**config.mk**
```make
export PLATFORM = sky130hd
export DESIGN_NAME = melody_player
export DESIGN_NICKNAME = d
export VERILOG_FILES = /design/src/rtl/melody_player.sv
export SDC_FILE = /design/constraint.sdc
export NUM_CORES = 1
export LEC_CHECK = 0
export CAP_MARGIN = 20
export CORE_UTILIZATION = 39
export CTS_BUF_LIST = sky130_fd_sc_hd__clkbuf_16
export CTS_CLUSTER_SIZE = 30
export DETAILED_ROUTE_END_ITERATION = 7
export GPL_TIMING_DRIVEN = 0
export HOLD_SLACK_MARGIN = 0.03
export SYNTH_ARGS = -nofsm -noshare
export SYNTH_HDL_FRONTEND = slang
export SYNTH_SLANG_ARGS = --single-unit
```
**constraint.sdc**
```tcl
create_clock -name clk -period 3.9 [get_ports clk]
set_input_delay 0.78 -clock clk [delete_from_list [all_inputs] [get_ports clk]]
set_output_delay 0.78 -clock clk [all_outputs]
set_load 0.02 [all_outputs]
```
**src/rtl/melody_player.sv**
```systemverilog
`default_nettype none
// ============================================================================
//  Module      : melody_player
//  Description : Pattern-driven buzzer sequencer. Plays one of four built-in
//                8-step melodies as a square wave on 'beep'. Each step is a
//                tone (or rest) held for 1..4 beats. Patterns may repeat
//                seamlessly or end with a one-cycle 'done' pulse.
//  Revision    : 1.0  initial release
// ----------------------------------------------------------------------------
//  Ports
//    clk       in   clock, all state on the rising edge
//    rstn      in   asynchronous active-low reset
//    start     in   single-cycle request to begin a pattern (IDLE only)
//    stop      in   abort the current pattern; wins over start
//    mode[1:0] in   pattern select, captured at start
//    loop      in   repeat the pattern, captured at start
//    beep      out  square-wave buzzer drive
//    loud      out  amplifier enable (high while playing)
//    busy      out  high while a pattern plays
//    done      out  one-cycle pulse when a non-looping pattern completes
//    step_idx  out  index of the step currently playing
// ============================================================================
module melody_player #(
  parameter int unsigned HALF_W     = 16,
  parameter int unsigned DUR_W      = 24,
  parameter int unsigned BEAT_TICKS = 12500000,
  parameter int unsigned NOTE_1     = 63776,
  parameter int unsigned NOTE_2     = 56818,
  parameter int unsigned NOTE_3     = 50618,
  parameter int unsigned NOTE_4     = 47778,
  parameter int unsigned NOTE_5     = 42566,
  parameter int unsigned NOTE_6     = 37936,
  parameter int unsigned NOTE_7     = 33784
) (
  input  logic       clk,
  input  logic       rstn,
  input  logic       start,
  input  logic       stop,
  input  logic [1:0] mode,
  input  logic       loop,
  output logic       beep,
  output logic       loud,
  output logic       busy,
  output logic       done,
  output logic [2:0] step_idx
);

  // --------------------------------------------------------------------------
  // Constants
  // --------------------------------------------------------------------------
  // Comparisons are carried out at the wider of the counter width and the
  // 32-bit parameter width so that neither side is ever truncated.
  localparam int unsigned TONE_CW = (HALF_W > 32) ? HALF_W : 32;
  localparam int unsigned BEAT_CW = (DUR_W  > 32) ? DUR_W  : 32;

  localparam logic [BEAT_CW-1:0] C_BEAT_LAST = BEAT_CW'(BEAT_TICKS - 1);

  localparam logic [0:0] S_IDLE = 1'b0;
  localparam logic [0:0] S_PLAY = 1'b1;

  // --------------------------------------------------------------------------
  // Pattern ROM: returns {code[2:0], len[1:0]} for a given mode and step.
  // code 0 is a rest, codes 1..7 select NOTE_1..NOTE_7 (C D E F G A B).
  // --------------------------------------------------------------------------
  function automatic logic [4:0] f_step(input logic [1:0] m, input logic [2:0] i);
    logic [2:0] code;
    logic [1:0] len;
    code = 3'd0;
    len  = 2'd0;
    case (m)
      2'd0: code = 3'd6;                       // continuous A
      2'd1: code = i[0] ? 3'd0 : 3'd6;         // A / rest alternating
      2'd2: begin                              // C E G rest, twice
        case (i[1:0])
          2'd0:    code = 3'd1;
          2'd1:    code = 3'd3;
          2'd2:    code = 3'd5;
          default: code = 3'd0;
        endcase
      end
      default: begin                           // descending scale + long rest
        if (i == 3'd7) begin
          code = 3'd0;
          len  = 2'd3;
        end else begin
          code = 3'd7 - i;
        end
      end
    endcase
    return {code, len};
  endfunction

  // --------------------------------------------------------------------------
  // State
  // --------------------------------------------------------------------------
  logic [0:0]        r_state;
  logic [0:0]        w_state_next;
  logic [1:0]        r_mode;
  logic              r_loop;
  logic [HALF_W-1:0] r_tone_cnt;
  logic [DUR_W-1:0]  r_beat_cnt;   // cycles within the current beat
  logic [1:0]        r_beat_num;   // beats elapsed within the current step
  logic [2:0]        r_step_idx;
  logic              r_beep;
  logic              r_done;

  // --------------------------------------------------------------------------
  // Step decode and counter compares
  // --------------------------------------------------------------------------
  logic [4:0]         w_step;
  logic [2:0]         w_code;
  logic [1:0]         w_len;
  logic [TONE_CW-1:0] w_div;
  logic               w_tone_hit;
  logic               w_beat_last;
  logic               w_step_end;
  logic               w_finish;
  logic               w_launch;

  assign w_step = f_step(r_mode, r_step_idx);
  assign w_code = w_step[4:2];
  assign w_len  = w_step[1:0];

  always_comb begin
    w_div = '0;
    case (w_code)
      3'd1:    w_div = TONE_CW'(NOTE_1);
      3'd2:    w_div = TONE_CW'(NOTE_2);
      3'd3:    w_div = TONE_CW'(NOTE_3);
      3'd4:    w_div = TONE_CW'(NOTE_4);
      3'd5:    w_div = TONE_CW'(NOTE_5);
      3'd6:    w_div = TONE_CW'(NOTE_6);
      3'd7:    w_div = TONE_CW'(NOTE_7);
      default: w_div = '0;
    endcase
  end

  assign w_tone_hit  = (TONE_CW'(r_tone_cnt) == w_div);
  assign w_beat_last = (BEAT_CW'(r_beat_cnt) == C_BEAT_LAST);

  // A step of len L spans L+1 full beats. Splitting the count into a
  // per-beat counter and a beat index keeps the step length exact even
  // when (len+1)*BEAT_TICKS would not fit in DUR_W bits.
  assign w_step_end = (r_state == S_PLAY) && w_beat_last && (r_beat_num == w_len);
  assign w_finish   = w_step_end && (r_step_idx == 3'd7) && !r_loop;
  assign w_launch   = (r_state == S_IDLE) && start && !stop;

  // --------------------------------------------------------------------------
  // FSM: state register
  // --------------------------------------------------------------------------
  always_ff @(posedge clk or negedge rstn) begin
    if (!rstn) begin
      r_state <= S_IDLE;
    end else begin
      r_state <= w_state_next;
    end
  end

  // --------------------------------------------------------------------------
  // FSM: next-state logic (stop always wins)
  // --------------------------------------------------------------------------
  always_comb begin
    w_state_next = r_state;
    case (r_state)
      S_IDLE: begin
        if (start && !stop) begin
          w_state_next = S_PLAY;
        end
      end
      S_PLAY: begin
        if (stop || w_finish) begin
          w_state_next = S_IDLE;
        end
      end
      default: w_state_next = S_IDLE;
    endcase
  end

  // --------------------------------------------------------------------------
  // FSM: outputs
  // --------------------------------------------------------------------------
  always_comb begin
    busy = 1'b0;
    loud = 1'b0;
    if (r_state == S_PLAY) begin
      busy = 1'b1;
      loud = 1'b1;
    end
  end

  // --------------------------------------------------------------------------
  // Datapath: pattern latch, tone/beat counters, step index, beep, done
  // --------------------------------------------------------------------------
  always_ff @(posedge clk or negedge rstn) begin
    if (!rstn) begin
      r_mode     <= 2'd0;
      r_loop     <= 1'b0;
      r_tone_cnt <= '0;
      r_beat_cnt <= '0;
      r_beat_num <= 2'd0;
      r_step_idx <= 3'd0;
      r_beep     <= 1'b0;
      r_done     <= 1'b0;
    end else begin
      r_done <= 1'b0;
      if (r_state == S_IDLE) begin
        r_beep <= 1'b0;
        if (w_launch) begin
          r_mode     <= mode;
          r_loop     <= loop;
          r_tone_cnt <= '0;
          r_beat_cnt <= '0;
          r_beat_num <= 2'd0;
          r_step_idx <= 3'd0;
        end
      end else if (stop) begin
        // Abort: silent, back to step 0, no completion pulse.
        r_tone_cnt <= '0;
        r_beat_cnt <= '0;
        r_beat_num <= 2'd0;
        r_step_idx <= 3'd0;
        r_beep     <= 1'b0;
      end else if (w_step_end) begin
        // Every new step begins with beep low and a fresh tone phase.
        r_tone_cnt <= '0;
        r_beat_cnt <= '0;
        r_beat_num <= 2'd0;
        r_beep     <= 1'b0;
        if (w_finish) begin
          r_done     <= 1'b1;
          r_step_idx <= 3'd0;
        end else begin
          r_step_idx <= r_step_idx + 3'd1;   // 7 -> 0 wraps when looping
        end
      end else begin
        if (w_beat_last) begin
          r_beat_cnt <= '0;
          r_beat_num <= r_beat_num + 2'd1;
        end else begin
          r_beat_cnt <= r_beat_cnt + DUR_W'(1);
        end

        if (w_code == 3'd0) begin
          r_tone_cnt <= '0;
          r_beep     <= 1'b0;
        end else if (w_tone_hit) begin
          // Half-period is divisor+1 cycles.
          r_tone_cnt <= '0;
          r_beep     <= ~r_beep;
        end else begin
          r_tone_cnt <= r_tone_cnt + HALF_W'(1);
        end
      end
    end
  end

  assign beep     = r_beep;
  assign done     = r_done;
  assign step_idx = r_step_idx;

endmodule
`default_nettype wire

```
==> qor_table.md, run 1 <==
| Result | Reported | Unit |
|:---|:---|:---|
| Status | complete, no violations | - |
| Most area-hungry cell type in the Yosys netlist | sky130_fd_sc_hd__dfrtp_1 | - |
| Number of setup violations in the final report | 0 | - |
| Number of design-rule violations left by the first detailed-router iteration | 102 | - |
| FFs w/ async S/R, synth | 100 | % |
| Post-synthesis cell area | 3140 | um^2 |
| Maximum number of pins on one net before global-route repair | 30 | - |
| Maximum buffer depth of the clock tree | 2 | - |
| Quantity of hold-fixing buffers added after cts | 0 | - |
| Number of enable-type register cells in the synthesized netlist | 0 | - |
| Worst-case hold slack | 0.511 | ns |
| Ratio of final minimum period to clock period | 90.9 | % |
| Type of origin of the critical path | flop | - |
| Final number of max-transition violations | 0 | - |
| Number of gates given a new drive strength after cts | 0 | - |
| Input/output buffers | 13 | - |
| Max VDD drop | 0.217 | mV |
| Height of the die | 91.7 | um |
| Area share of the leading cell type in the synthesized netlist | 40.7 | % |
| Synthesized instance count | 359 | - |
| Number of nets in the layout | 394 | - |
| Ports placed on the boundary | 14 | - |
| Post-DRT Antenna Nets | 0 | - |
| Final hold violations | 0 | - |
| Initial antenna violation count | 0 | - |
| Die Span X | 91.7 | um |
| Post-synth net total | 373 | - |
| Total of flip-flops plus latches after synthesis | 51 | - |
| Timing-limited maximum frequency | 282 | MHz |
| Max-Slew Margin vs Limit | 51.4 | % |
| Worst clock skew | 0.0103 | ns |
| Floorplan die area | 8410 | um^2 |
| Class of the tightest hold or removal check | flop to flop | - |
| Syn Area/Cell | 8.74 | um^2 |
| Yosys warnings | 0 | - |
| Half-perimeter wire length after placement | 4950 | um |
| Data arrival, critical path | 3.73 | ns |
| Wire length per cell after detailed routing | 14.2 | um |
| Std-Cell Core Area | 7770 | um^2 |
| Via/cell ratio | 5.57 | - |
| Setup repair after global routing missed its margin | no | - |
| Transition time at the pin with the least slew margin | 0.722 | ns |
| Clk Tree Root Cell | sky130_fd_sc_hd__clkbuf_16 | - |
| Power per standard cell area | 358 | nW/um^2 |
| Max-cap violations | 0 | - |
| Initial Utilization | 40.4 | % |
| Drt drc | 0 | - |
| Syn-to-layout area delta | 14.3 | % |
| Clock-pin slew reported for the worst setup and hold paths after clock tree synthesis | 0.07 | ns |
| Type of the worst setup path | flop to flop | - |
| Clock latency at the later pin of the worst-skew pair | 0.29 | ns |
| Count of H-tree levels built during CTS | 2 | - |
| Top FF cell, synth | sky130_fd_sc_hd__dfrtp_1 | - |
| Total negative slack for setup checks | 0 | ns |
| Overall routed net length | 6840 | um |
| Critical Path Fanout Max | 10 | - |
| Most common cell in the netlist | sky130_fd_sc_hd__nor2_1 | - |
| Crit path time final | 3.55 | ns |
| Top post-synthesis cells by area | sky130_fd_sc_hd__dfrtp_1 (41%), sky130_fd_sc_hd__nor2_1 (6.2%), sky130_fd_sc_hd__nand2_1 (4.7%) | - |
| Share of layout cells above drive strength 1 | 6.82 | % |
| Clock sink count | 51 | - |
| Leakage power figure | 1.46 | nW |
| Count of inserted antenna diode cells | 0 | - |
| Cts bufs inserted | 5 | - |
| Endpoint kind of the worst setup timing path | flop | - |
| Total global routing overflow | 0 | - |
| Pre-Repair DR Iteration Count | 4 | - |
| TritonCTS clock tree | done | - |
| Commonest cells in the synthesized netlist | sky130_fd_sc_hd__nor2_1 (52), sky130_fd_sc_hd__dfrtp_1 (51), sky130_fd_sc_hd__nand2_1 (39) | - |
| Total GRT Usage | 18.2 | % |
| Global-route wire length before repair | 12300 | um |
| Post-CTS Setup Inserts | 0 | - |
| Netlist cell types | 56 | - |
| Sequential fraction of the synthesis area | 40.7 | % |
| Routability congestion estimate from global placement | 0.813 | - |
| Total via count after detailed routing | 2691 | - |
| Data required, critical path | 4.08 | ns |
| Number of core rows | 32 | - |
| Vias in the first global route | 2600 | - |
==> path summary, 6_finish.rpt <==
kind | start | to | slack, ns | cells past startpoint
setup / recovery | step_idx[0] | r_tone_cnt[14] | 0.35 | 12
hold / removal | r_beat_cnt[3] | r_beat_cnt[3] | 0.51 | 1
setup reg to reg | step_idx[0] | r_tone_cnt[14] | 0.35 | 12
hold reg to reg | r_beat_cnt[3] | r_beat_cnt[3] | 0.51 | 1
max in group asynchronous | rstn | r_beat_cnt[18] | 2.80 | 2
min in group asynchronous | rstn | r_tone_cnt[12] | 0.53 | 1
==> cell usage in the layout (no fill, tap or decap), types with 4 or more instances in the layout <==
| master | instances |
|---|---|
| sky130_fd_sc_hd__nor2b_1 | 4 |
| sky130_fd_sc_hd__nand4_1 | 10 |
| sky130_fd_sc_hd__xnor2_1 | 15 |
| sky130_fd_sc_hd__clkbuf_1 | 9 |
| sky130_fd_sc_hd__inv_1 | 10 |
| sky130_fd_sc_hd__and3_1 | 9 |
| sky130_fd_sc_hd__clkdlybuf4s50_1 | 12 |
| sky130_fd_sc_hd__clkbuf_16 | 5 |
| sky130_fd_sc_hd__o21ai_0 | 19 |
| sky130_fd_sc_hd__a21oi_1 | 9 |
| sky130_fd_sc_hd__ha_1 | 7 |
| sky130_fd_sc_hd__nand3_1 | 23 |
| sky130_fd_sc_hd__a31oi_1 | 4 |
| sky130_fd_sc_hd__a311oi_1 | 4 |
| sky130_fd_sc_hd__or3_1 | 4 |
| sky130_fd_sc_hd__nor2_1 | 52 |
| sky130_fd_sc_hd__nor3_1 | 7 |
| sky130_fd_sc_hd__o31ai_1 | 4 |
| sky130_fd_sc_hd__xor2_1 | 15 |
| sky130_fd_sc_hd__dfrtp_1 | 51 |
| sky130_fd_sc_hd__nand2_1 | 39 |
| sky130_fd_sc_hd__nand2b_1 | 12 |
==> layout make-up <==
cell class	count	area [um^2]
Multi-Input combinational cell	285	1760
Clock inverter	3	42.5
Inverter	9	33.8
Buffer	14	67.6
Tap cell	102	128
Sequential cell	51	1280
Clock buffer	5	125
Timing Repair Buffer	14	153
Fill cell	753	4180
==> where the power goes <==
group / total, W / switching [W] / internal [W]
logic: 0.000231 / 0.000136 / 0.0000952
registers: 0.000558 / 0.0000170 / 0.000541
clock network: 0.000495 / 0.000192 / 0.000303
total: 0.00128 / 0.000345 / 0.000939
==> kinds of logic after synthesis <==
kind of cell	synth area share (%)
simple gates	27.8
compound gates	15.5
flops	40.7
xor+xnor	8.37
buf+inv	3.23
fa+ha+maj	2.79
mux	1.71
==> sequential cells by signal, indices dropped and copies added, names as in the netlist <==
signal      cells
r_beat_num      2
r_state         1
r_loop          1
beep            1
r_beat_cnt     24
r_tone_cnt     16
done            1
r_mode          2
step_idx        3
==> critical path, stage by stage, from the launching register on <==
cell,delay (ns)
sky130_fd_sc_hd__dfrtp_1,0.48
sky130_fd_sc_hd__ha_1,0.25
sky130_fd_sc_hd__ha_1,0.23
sky130_fd_sc_hd__o21ai_1,0.37
sky130_fd_sc_hd__and3_1,0.21
sky130_fd_sc_hd__clkbuf_1,0.32
sky130_fd_sc_hd__nand3_1,0.14
sky130_fd_sc_hd__a2111oi_0,0.44
sky130_fd_sc_hd__a211oi_1,0.16
sky130_fd_sc_hd__nor4_4,0.42
sky130_fd_sc_hd__o21a_2,0.23
sky130_fd_sc_hd__buf_6,0.15
sky130_fd_sc_hd__nor2_1,0.05
==> through the flow <==
step	power (W)	worst slack (ns)	std cells	utilization [%]	cell area, um^2
global route	0.00135	0.0362	483	46.2	3590
CTS	0.00130	0.321	483	46.2	3590
detailed placement	0.000797	0.349	475	44.0	3420
global placement	0.000794	0.391	474	43.7	3400
finish	0.00128	0.354	483	46.2	3590
floorplan	0.000731	0.797	359	-	3140
==> layer usage <==
layer	up-vias	share of wire, %	GRT usage (%)
met3	10	3.6	3.40
met5	-	0	0
met4	0	1.7	6.38
li1	1326	-	-
met1	1303	47	24.3
met2	52	48	29.8
Power figures use the tool's default switching activity.
==> inputs of run 2 (changes only) <==
Clock period 3.9 ns to 4.25 ns, I/O delays scaled along.
==> results of run 2 <==
The final DEF is identical to that of run 1. Status: complete, no violations.
Main changes from that run: setup slack after placement 0.349 ns -> 0.699 ns; setup slack after layout 0.354 ns -> 0.704 ns; register-to-register setup slack 0.35 ns -> 0.70 ns; total power 0.00128 W -> 0.00118 W; worst IR drop on VDD 0.217 mV -> 0.199 mV
==> variant 1 (flow settings as in run 1) <==
Set the parameter `HALF_W` to 18 (it was 16).
--- a/src/rtl/melody_player.sv
+++ b/src/rtl/melody_player.sv
@@ -21,7 +21,7 @@
 //    step_idx  out  index of the step currently playing
 // ============================================================================
 module melody_player #(
-  parameter int unsigned HALF_W     = 16,
+  parameter int unsigned HALF_W     = 18,
   parameter int unsigned DUR_W      = 24,
   parameter int unsigned BEAT_TICKS = 12500000,
   parameter int unsigned NOTE_1     = 63776,
Function: no difference found for any inputs over 10 cycles, from zero or initial values and one cycle with rstn low; that may be too few to reach the edited logic, so the function may still have changed.
==> variant 1 against run 1 <==
Final cell count grew 10%; combinational power up 4%; power is 2.0% lower; worst setup slack better by 190 ps; largest cell class unchanged; synthesized cell count is 12% higher; sequential cell count up 2; maximum frequency is 5.5% higher; die area up 10%; critical path type unchanged; synthesized area up 11%; utilization is 1.3 points lower; worst hold slack got worse by 20 ps; critical path depth grew 1; wire length grew 20%; final area grew 8.6%.
==> variant 1: results (changes against run 1) <==
Adder-Cell Fraction of Synth Area = 0.0252 (-0.00269)
post-synth cell types = 61 (+8.9%)
Internal = 0.000894 W (-4.8%)
pin count of the biggest net entering global routing = 31 (+3.3%)
Worst R2R Path Depth = 13 (+1)
share of cells above drive strength 1 = 0.0920 (+0.0237)
Nets = 437 (+11%)
outcome = complete, no violations
global-route wire length before repair = 13600 um (+11%)
post-DR vias/cell = 5.64 (+1.2%)
vias in the first global route = 2772 (+6.6%)
Mapped Cells = 402 (+12%)
XOR/XNOR Fraction of Synth Area = 0.0505 (-0.0333)
static leakage = 1.60 nW (+9.0%)
Fill cells = 893 (+19%)
most frequent cells after synthesis = 53 x dfrtp_1, 45 x nand2_1, 32 x nor2_1, 27 x o21ai_0, 25 x nand3_1
Syn Nets = 416 (+12%)
dpl ws = 538 ps (+189 ps)
Routability Congestion = 0.845 (+3.9%)
multiplexer share of the synthesized area = 0.0162 (-0.000929)
Tightest Pin Transition = 780 ps (+58.0 ps)
Fin Hold WS = 491 ps (-20.3 ps)
skew final = 3.36 ps (-6.95 ps)
initial DRC count = 156 (+53%)
fin cells = 532 (+10%)
sequential area share after synthesis = 0.382 (-0.0247)
Area after DPL = 3750 sq um (+9.8%)
detailed-placement wirelength estimate = 5980 um (+21%)
==> variant 1: cell type report <==
cell class | count | area, sq um | area share
multi-input combinational | 315 | 1980 | 0.509
clock buffer | 5 | 125 | 0.0321
buffer | 25 | 129 | 0.0331
clock inverter | 3 | 16.3 | 0.00418
sequential | 53 | 1330 | 0.341
timing repair buffer | 14 | 145 | 0.0373
tap | 108 | 135 | 0.0347
inverter | 9 | 33.8 | 0.00868
==> variant 1: cell families (layout without fill, tap and decap cells) <==
group	after synthesis	after routing
multiplexers	5	5
AND/OR/NAND/NOR	189	189
XOR/XNOR	20	20
adder cells (fa/ha/maj)	7	7
buffers and inverters	34	56
flip-flops	53	53
AO/OA/AOI/OAI	94	94
==> variant 1: power by group through the flow <==
stage | registers [W] | logic [W] | clock network, W
2_1_floorplan | 0.000583 | 0.000175 | 0
3_3_place_gp | 0.000586 | 0.000236 | 0
3_5_place_dp | 0.000587 | 0.000241 | 0
4_1_cts | 0.000576 | 0.000241 | 0.000457
5_1_grt | 0.000578 | 0.000267 | 0.000474
6_report | 0.000576 | 0.000240 | 0.000442
==> variant 1: worst max path at each step <==
stage | start | end | slack (ps) | cells past startpoint
CTS | step_idx[0] | r_tone_cnt[14] | 510 | 13
floorplan | step_idx[0] | r_tone_cnt[14] | 770 | 13
global route | step_idx[0] | r_tone_cnt[14] | 270 | 13
global placement | rstn | step_idx[0] | 320 | 1
finish | step_idx[0] | r_tone_cnt[14] | 540 | 13
detailed placement | step_idx[0] | r_tone_cnt[14] | 540 | 13
==> variant 1: per-layer routing <==
metal	share of wire	vias up	global-route usage	wire length [um]
met3	0.027	9	0.0308	223
met5	0	-	0	0
met2	0.48	47	0.323	3980
li1	-	1491	-	-
met1	0.48	1453	0.252	3920
met4	0.0093	0	0.0502	76
==> variant 2 (flow settings as in run 1) <==
Made on the original files. Make the reset (`rstn`) synchronous in 2 clocked blocks. Comments in the files are not updated.
--- a/src/rtl/melody_player.sv
+++ b/src/rtl/melody_player.sv
@@ -148,7 +148,7 @@
   // --------------------------------------------------------------------------
   // FSM: state register
   // --------------------------------------------------------------------------
-  always_ff @(posedge clk or negedge rstn) begin
+  always_ff @(posedge clk) begin
     if (!rstn) begin
       r_state <= S_IDLE;
     end else begin
@@ -191,7 +191,7 @@
   // --------------------------------------------------------------------------
   // Datapath: pattern latch, tone/beat counters, step index, beep, done
   // --------------------------------------------------------------------------
-  always_ff @(posedge clk or negedge rstn) begin
+  always_ff @(posedge clk) begin
     if (!rstn) begin
       r_mode     <= 2'd0;
       r_loop     <= 1'b0;
Behaviour: differs if rstn is asserted again (counterexample within 4 cycles, from zero or initial values and one cycle with rstn low); with rstn held inactive, the same outputs for 10 cycles.
==> variant 2 against run 1 <==
Worst hold slack got worse by 22 ps; non-clock buffer count increased by 9; largest cell class unchanged; sequential cell count unchanged; synthesized area decreased by 0.76%; final area decreased by 1.3%; critical path type unchanged; synthesized cell count increased by 14%; sequential share of layout area decreased by 6.7 points; worst setup slack got worse by 120 ps; utilization decreased by 0.38 points; wire length increased by 10%.
Power is not compared: it rests on default switching activity, and its combinational part moved more than twofold at a synthesized area within 25%.
==> variant 2: results (changes against run 1) <==
outcome = complete, no violations
Fin Hold WS = 489 ps (-21.8 ps)
Arr. time, crit path = 3830 ps (+100 ps)
share of cells above drive strength 1 = 0.0742 (+0.00600)
initial DRC count = 117 (+15%)
routing usage on met1 = 0.249 (+0.00646)
hold path start = r_loop
vias in the first global route = 2805 (+7.9%)
fin cells = 533 (+10%)
Synth async-reset ratio = 0 (-1.00)
detailed-placement wirelength estimate = 5540 um (+12%)
skew final = 14.9 ps (+4.59 ps)
post-synth cell types = 55 (-1.8%)
M1 WL = 3600 um (+12%)
Total Wirelength = 7550 um (+10%)
Routability Congestion = 0.861 (+5.9%)
XOR/XNOR Fraction of Synth Area = 0.0675 (-0.0162)
Hold Path Depth = 2 (+1)
Tightest Pin Transition = 767 ps (+45.7 ps)
Crit path max-delay family = simple AND/OR/NAND/NOR gates
Syn Nets = 424 (+14%)
GRT Total Usage = 0.193 (+0.0108)
RR Startpoint = step_idx[0]
vias = 2949 (+9.6%)
global-route wire length before repair = 13100 um (+6.3%)
GRT met3 Usage = 0.0352 (+0.00118)
CP max FO = 11 (+1)
sequential area share after synthesis = 0.328 (-0.0789)
met2 GRT Util = 0.329 (+0.0313)
Nets = 444 (+13%)
Worst R2R Path Depth = 13 (+1)
Post-Syn Area per Cell = 7.60 sq um (-13%)
Worst path slowest cell = or4_1
most frequent cells after synthesis = 63 x nand2_1, 51 x dfxtp_1, 46 x nor2_1, 21 x nand3_1, 21 x o21ai_0
worst hold path endpoint = r_loop
Synth area leaders = dfxtp_1 33%, nand2_1 7.6%, nor2_1 5.5%, o211ai_1 4.6%, xnor2_1 3.7%
CP max stage delay = 550 ps (+70 ps)
Adder-Cell Fraction of Synth Area = 0.0281 (+0.000213)
[variant 2: worst max path at each step]
stage                           start        endpoint  cells past startpoint
after floorplan           step_idx[0]   r_tone_cnt[6]                     13
after global placement    step_idx[0]  r_tone_cnt[10]                     13
after detailed placement  step_idx[0]  r_tone_cnt[12]                     12
after CTS                 step_idx[0]   r_tone_cnt[1]                     12
after global routing      step_idx[1]  r_tone_cnt[13]                     13
final                     step_idx[0]   r_tone_cnt[1]                     13
[variant 2: layout make-up]
cell class                      instances  area, sq um  area share
Sequential cell                        51         1020       0.289
Inverter                                9         33.8     0.00955
Multi-Input combinational cell        326         1960       0.555
Clock buffer                            5          125      0.0354
Timing Repair Buffer                   13          130      0.0368
Buffer                                 24          108      0.0304
Clock inverter                          3         27.5     0.00778
Tap cell                              102          128      0.0361
[variant 2: metrics by stage]
stage / cell area (sq um) / worst slack, ps
detailed placement: 3370 / 148
finish: 3540 / 230
global placement: 3370 / 163
floorplan: 3110 / 523
CTS: 3520 / 103
global route: 3540 / 18.4
